$ cat config.mk
export PLATFORM = sky130hd
export DESIGN_NAME = sm_datapath_flat
export DESIGN_NICKNAME = d
export VERILOG_FILES = /design/src/rtl/sm_datapath_if.sv /design/src/rtl/sm_datapath.sv /design/src/flat_wrapper.sv
export SDC_FILE = /design/constraint.sdc
export NUM_CORES = 1
export LEC_CHECK = 0
export CAP_MARGIN = 0
export CORE_ASPECT_RATIO = 0.8
export CORE_UTILIZATION = 43
export DETAILED_ROUTE_END_ITERATION = 10
export HOLD_SLACK_MARGIN = 0.02
export MAX_ROUTING_LAYER = met4
export PLACE_DENSITY = 0.73
export SLEW_MARGIN = 0
export SYNTH_ARGS = -nofsm -noshare
export SYNTH_HDL_FRONTEND = slang
export SYNTH_SLANG_ARGS = --single-unit
$ cat constraint.sdc
create_clock -name clk -period 1.85 [get_ports clk]
set_clock_uncertainty 0.05 [all_clocks]
set_input_delay 0.185 -clock clk [delete_from_list [all_inputs] [get_ports clk]]
set_output_delay 0.185 -clock clk [all_outputs]
set_load 0.03 [all_outputs]
$ cat src/rtl/sm_datapath_if.sv
// rtl/sm_datapath_if.sv - control strobes, operands and product handshake of the multiplier datapath
interface sm_datapath_if #(
  parameter int WIDTH = 4
);
  logic [WIDTH-1:0]   md_in;
  logic [WIDTH-1:0]   mr_in;
  logic               mdld;
  logic               mrld;
  logic               rsclear;
  logic               rsload;
  logic               rsshr;
  logic               done;
  logic [WIDTH-1:0]   mr;
  logic [2*WIDTH-1:0] prod;
  logic               prod_valid;
  logic               prod_ready;
  logic               ovf;

  modport master (
    output md_in, mr_in, mdld, mrld, rsclear, rsload, rsshr, done, prod_ready,
    input  mr, prod, prod_valid, ovf
  );

  modport slave (
    input  md_in, mr_in, mdld, mrld, rsclear, rsload, rsshr, done, prod_ready,
    output mr, prod, prod_valid, ovf
  );
endinterface

$ cat src/rtl/sm_datapath.sv
// rtl/sm_datapath.sv - shift-add multiplier datapath: md/mr/rs registers and product output
// Defining SM_DP_RESULT_BUF_EN adds a registered 1-entry valid/ready result buffer.
module sm_datapath #(
  parameter int WIDTH = 4
) (
  input  logic         clk,
  input  logic         rst,
  sm_datapath_if.slave dp
);
  localparam int W = WIDTH;

  logic [W-1:0] md_q, md_d;
  logic [W-1:0] mr_q, mr_d;
  logic [2*W:0] rs_q, rs_d;
  logic [W:0]   sum;

  // rs[2W] is the carry of the upper-half add; the following shift folds it back in
  always_comb begin
    md_d = dp.mdld ? dp.md_in : md_q;
    mr_d = dp.mrld ? dp.mr_in : mr_q;
    sum  = {1'b0, rs_q[2*W-1:W]} + {1'b0, md_q};
    rs_d = rs_q;
    if (dp.rsclear)     rs_d = '0;
    else if (dp.rsload) rs_d = {sum, rs_q[W-1:0]};
    else if (dp.rsshr)  rs_d = rs_q >> 1;
  end

  always_ff @(posedge clk) begin
    if (rst) begin
      md_q <= '0;
      mr_q <= '0;
      rs_q <= '0;
    end else begin
      md_q <= md_d;
      mr_q <= mr_d;
      rs_q <= rs_d;
    end
  end

  assign dp.mr = mr_q;

`ifdef SM_DP_RESULT_BUF_EN
  logic [2*W-1:0] prod_q, prod_d;
  logic           prod_valid_q, prod_valid_d;
  logic           ovf_q, ovf_d;
  logic           take;

  // A new result is taken when the slot is empty or being drained this cycle
  always_comb begin
    take         = dp.done & (~prod_valid_q | dp.prod_ready);
    prod_d       = take ? rs_q[2*W-1:0] : prod_q;
    prod_valid_d = prod_valid_q;
    if (take)                            prod_valid_d = 1'b1;
    else if (prod_valid_q & dp.prod_ready) prod_valid_d = 1'b0;
    ovf_d        = ovf_q | (dp.done & prod_valid_q & ~dp.prod_ready);
  end

  always_ff @(posedge clk) begin
    if (rst) begin
      prod_q       <= '0;
      prod_valid_q <= 1'b0;
      ovf_q        <= 1'b0;
    end else begin
      prod_q       <= prod_d;
      prod_valid_q <= prod_valid_d;
      ovf_q        <= ovf_d;
    end
  end

  assign dp.prod       = prod_q;
  assign dp.prod_valid = prod_valid_q;
  assign dp.ovf        = ovf_q;
`else
  logic unused_prod_ready;
  assign unused_prod_ready = dp.prod_ready;

  assign dp.prod       = rs_q[2*W-1:0];
  assign dp.prod_valid = dp.done;
  assign dp.ovf        = 1'b0;
`endif
endmodule

$ cat src/flat_wrapper.sv
// flat-port wrapper written by rule: the top's interface ports become plain ports
module sm_datapath_flat 
#(
  parameter int WIDTH = 4
)
  (clk, rst, dp_md_in, dp_mr_in, dp_mdld, dp_mrld, dp_rsclear, dp_rsload, dp_rsshr, dp_done, dp_prod_ready, dp_mr, dp_prod, dp_prod_valid, dp_ovf);
  sm_datapath_if #(.WIDTH(WIDTH)) dp_i ();
  input  logic clk;
  input  logic rst;
  input wire logic [$bits(dp_i.md_in)-1:0] dp_md_in;
  input wire logic [$bits(dp_i.mr_in)-1:0] dp_mr_in;
  input wire logic [$bits(dp_i.mdld)-1:0] dp_mdld;
  input wire logic [$bits(dp_i.mrld)-1:0] dp_mrld;
  input wire logic [$bits(dp_i.rsclear)-1:0] dp_rsclear;
  input wire logic [$bits(dp_i.rsload)-1:0] dp_rsload;
  input wire logic [$bits(dp_i.rsshr)-1:0] dp_rsshr;
  input wire logic [$bits(dp_i.done)-1:0] dp_done;
  input wire logic [$bits(dp_i.prod_ready)-1:0] dp_prod_ready;
  output wire logic [$bits(dp_i.mr)-1:0] dp_mr;
  output wire logic [$bits(dp_i.prod)-1:0] dp_prod;
  output wire logic [$bits(dp_i.prod_valid)-1:0] dp_prod_valid;
  output wire logic [$bits(dp_i.ovf)-1:0] dp_ovf;
  assign dp_i.md_in = dp_md_in;
  assign dp_i.mr_in = dp_mr_in;
  assign dp_i.mdld = dp_mdld;
  assign dp_i.mrld = dp_mrld;
  assign dp_i.rsclear = dp_rsclear;
  assign dp_i.rsload = dp_rsload;
  assign dp_i.rsshr = dp_rsshr;
  assign dp_i.done = dp_done;
  assign dp_i.prod_ready = dp_prod_ready;
  assign dp_mr = dp_i.mr;
  assign dp_prod = dp_i.prod;
  assign dp_prod_valid = dp_i.prod_valid;
  assign dp_ovf = dp_i.ovf;
  sm_datapath #(.WIDTH(WIDTH)) u_core (.clk(clk), .rst(rst), .dp(dp_i));
endmodule
# == Word-level counts from Yosys, hierarchy flattened ==
# Cells that the tools add are included.
# totals
elab_cells,11
mem_bits_ro,0
ramBits,0
memories,0
latchBits,0
regBits,17
out_inout_bits,14
inputBits,17
# op_classes
div_mod_pow,0
reduce_logical,3
bitwise,1
mux,2
shift,0
add_sub_neg,1
eq_ne,0
magnitude_cmp,0
multipliers,0
# op_table
op,count
$mux 9,2
$add 4x4->5,1
$reduce_and 2->1,1
$reduce_bool 2->1,1
$reduce_or 2->1,1
$not 1->1,1

# == Longest topological paths before layout ==
# depth
depth_word,2
ltp_mapped,6
depth_no_buf,6

# == Least setup slack after synthesis ==
# Ideal clock, no wire load.
# synth_timing
kind,register to register
start,register u_core.rs_q[4]
end,register u_core.rs_q[8]
path_stages_with_launch,7
n_path_buf,0
slack_ns,0.378
period_less_slack_ns,1.472
setup_ns,0.091
required_time_ns,1.709
arrival_time_ns,1.331
path_cell_list,dfxtp_1 ha_1 inv_1 fa_1 nor2b_1 o21ai_0 a311oi_1
# synth_between
elab_chain_cells,2
# synth_lines
item,line,text
from (decl),sm_datapath.sv:14,"logic [2*W:0] rs_q, rs_d;"
from (signal assigned),sm_datapath.sv:36,rs_q <= rs_d;
$add 4x4->5,sm_datapath.sv:21,"sum = {1'b0, rs_q[2*W-1:W]} + {1'b0, md_q};"
$mux 9,sm_datapath.sv:24,"else if (dp.rsload) rs_d = {sum, rs_q[W-1:0]};"
# No other way between the ends.
# A chain may end at the register's enable or synchronous reset.

# == Worst setup path after layout ==
# Same ends and word-level chain as after synthesis.

==> results_dict.tcl <==
set metrics [dict create \
    outcome "completed" \
    hold_end "dp_prod_valid" \
    fp.dieH_um 42.60 \
    first_pass_iters 4 \
    vias_per_cell 4.895 \
    hp-class "input pin to primary output" \
    num_io_pins 31 \
    synth_compound_area_share_pct 7.486 \
    cts_buffer_depth 2 \
    clkLatencyLatePin_ns 0.29 \
    hpwl_mm 1.185 \
    synth_mux_area_share_pct 15.96 \
    grt_use_met1_pct 19.10 \
    regToRegStartpoint "u_core.rs_q[4]$_SDFFE_PP0P_" \
    cts_htree_levels 1 \
    critPathMaxFanout 4 \
    fmax_mhz 603.2 \
    grt_max_degree 11 \
    synthToLayoutAreaGrowth_pct 24.86 \
    required_ns 2.01 \
    syn_area_per_cell_sq_um 9.525 \
    final_max_slew_viol_count 0 \
    vias 651 \
    power_density_mw_per_mm2 648.0 \
    dpl-instance-area_sq_mm 0.001080 \
    synth_fa_ha_area_share_pct 7.910 \
    path_clk_slew_ns 0.09 \
    die_w_um 52.75 \
    cp-start-kind "flop" \
    setup-tns-final_ns 0 \
    cts-root-buf "clkbuf_4" \
    num_rows 14 \
    top_usage_layer "met2" \
    hp-start "dp_done" \
    cts_hold_buf 0 \
    fin_area_sq_mm 0.001106 \
    grt_pass1_wl_mm 2.539 \
    diodes 0 \
    r2r_cells 6 \
    total_power_w 0.0007168 \
    ys_ff_latch 17 \
    netlist_top_cells_area "dfxtp_1, mux2i_1, buf_4, ha_1, nor2_1" \
    synth_top_area_cell "dfxtp_1" \
    dp_cells 129 \
    syn-num-nets 115 \
    peakVddDrop_mv 0.4824 \
    antenna_found_initial 0 \
    leakagePower_nw 0.4444 \
    overflow 0 \
    synth_top_area_share_pct 38.42 \
    end_kind "flop" \
    yosys_warnings 0 \
    start_util_pct 46.40 \
    instances_no_fill 133 \
    layout_commonest_cell "clkdlybuf4s50_1" \
    ant_nets 0 \
    nFillCells 178 \
    grt_pass1_vias 598 \
    period_share_pct 89.62 \
    timing_worst_setup_path_type "flop to flop" \
    port_buffers 26 \
    synthXorXnorAreaFrac_pct 0.9887 \
    tritoncts "built" \
    fin_crit_ns 1.658 \
    synthSimpleGateAreaFrac_pct 13.28 \
    nets 132 \
    final_hold_viol_count 0 \
    initialDrtViolationCount 2 \
    r2r_slack_ns 0.19 \
    hold_depth 0 \
    cts-buffers-inserted 3 \
    core_area_sq_mm 0.001909 \
    cts_setup_buffers 0 \
    gp_congestion 0.8234 \
    cts_sinks 17 \
    worstReg2RegEnd "u_core.rs_q[8]$_SDFFE_PP0P_" \
    rsz0062_at_grt "false" \
    track_usage_pct 16.08 \
    post_drt_wl_per_cell_um 11.41 \
    layout_common_cells "clkdlybuf4s50_1, dfxtp_1, mux2i_1, nor2_1" \
    grtUsageMet3_pct 7.246 \
    dieArea_sq_mm 0.002247 \
    ys_seq_area_share_pct 38.42 \
    routed_wl_mm 1.517 \
    final_layout_size_suffix_gt1_share_pct 7.339 \
    syn_inst 93 \
    drc 0 \
    met2_usage_pct 24.30 \
    setup_viol 0 \
    drv_cap 0 \
    cts_resized 0 \
    syn-cell-area_sq_um 885.9 \
    cp.arrival_ns 1.81 \
    synth_cell_type_count 24 \
    synth_top_family_by_area "multiplexers" \
]
state kept, by name (all words and copies together) (netlist names):
signal,flops
u_core.dp.mr,4
u_core.rs_q,9
u_core.md_q,4
through the flow:
step | setup slack [ns] | hold WS, ns | utilization (%)
after floorplan | 0.3781 | 0.2822 | -
after global placement | 0.2883 | 0.3204 | 56.55
after detailed placement | 0.2326 | 0.3204 | 56.55
after CTS | 0.2119 | 0.3204 | 57.93
after global routing | 0.1057 | 0.3201 | 57.93
final | 0.1921 | 0.3202 | 57.93
final cells by class:
class | instances | area [sq um] | area share (%)
multi-input combinational | 54 | 407.9 | 36.88
timing repair buffer | 29 | 282.8 | 25.57
sequential | 17 | 340.3 | 30.77
clock buffer | 4 | 26.28 | 2.376
inverter | 5 | 18.77 | 1.697
tap | 24 | 30.03 | 2.715
how the worst max path moves through the flow:
stage                                             end  slack, ns                   startpoint  depth (start not counted)
after floorplan           u_core.rs_q[8]$_SDFFE_PP0P_       0.38  u_core.rs_q[4]$_SDFFE_PP0P_                          6
after global placement    u_core.rs_q[8]$_SDFFE_PP0P_       0.29  u_core.rs_q[4]$_SDFFE_PP0P_                          6
after detailed placement  u_core.rs_q[8]$_SDFFE_PP0P_       0.23  u_core.rs_q[4]$_SDFFE_PP0P_                          6
after CTS                 u_core.rs_q[8]$_SDFFE_PP0P_       0.21  u_core.rs_q[4]$_SDFFE_PP0P_                          6
after global routing      u_core.rs_q[8]$_SDFFE_PP0P_       0.11  u_core.rs_q[4]$_SDFFE_PP0P_                          6
final                     u_core.rs_q[8]$_SDFFE_PP0P_       0.19  u_core.rs_q[4]$_SDFFE_PP0P_                          6
where the power goes:
part | switching [W] | internal, W
clock network | 0.000110 | 0.0000838
logic | 0.0000622 | 0.0000707
registers | 0.0000100 | 0.000380
per-layer routing:
layer	vias up	share of wire [%]
met5	-	0
met4	0	0.66
met3	3	8.0
met2	32	45
met1	289	46
li1	327	-
synthesized netlist by cell type:
master	number
nor4_2	1
nand3_1	1
a311oi_1	1
a21oi_1	3
dfxtp_1	17
or2_1	1
o21ai_0	1
and4b_1	1
nand2_1	1
a211oi_1	5
conb_1	1
buf_4	10
buf_6	2
nor2_1	13
buf_2	1
nor2b_1	5
clkbuf_1	3
inv_1	5
xor2_1	1
ha_1	4
clkbuf_2	1
mux2i_1	13
mux2_2	1
fa_1	1
critical path, cell delays in order (launching register included):
cell	delay [ns]
dfxtp_1	0.39
ha_1	0.19
inv_1	0.06
fa_1	0.40
nor2b_1	0.15
o21ai_0	0.09
a311oi_1	0.25
cells by family after synthesis:
| logic type | count (synthesis) |
|---|---|
| AOI/OAI and AO/OA | 10 |
| buffers and inverters | 22 |
| other | 1 |
| muxes | 14 |
| adders and majority gates | 5 |
| xor gates and xnor gates | 1 |
| and+or+nand+nor | 23 |
| DFF | 17 |
(Power assumes the default switching activity.)
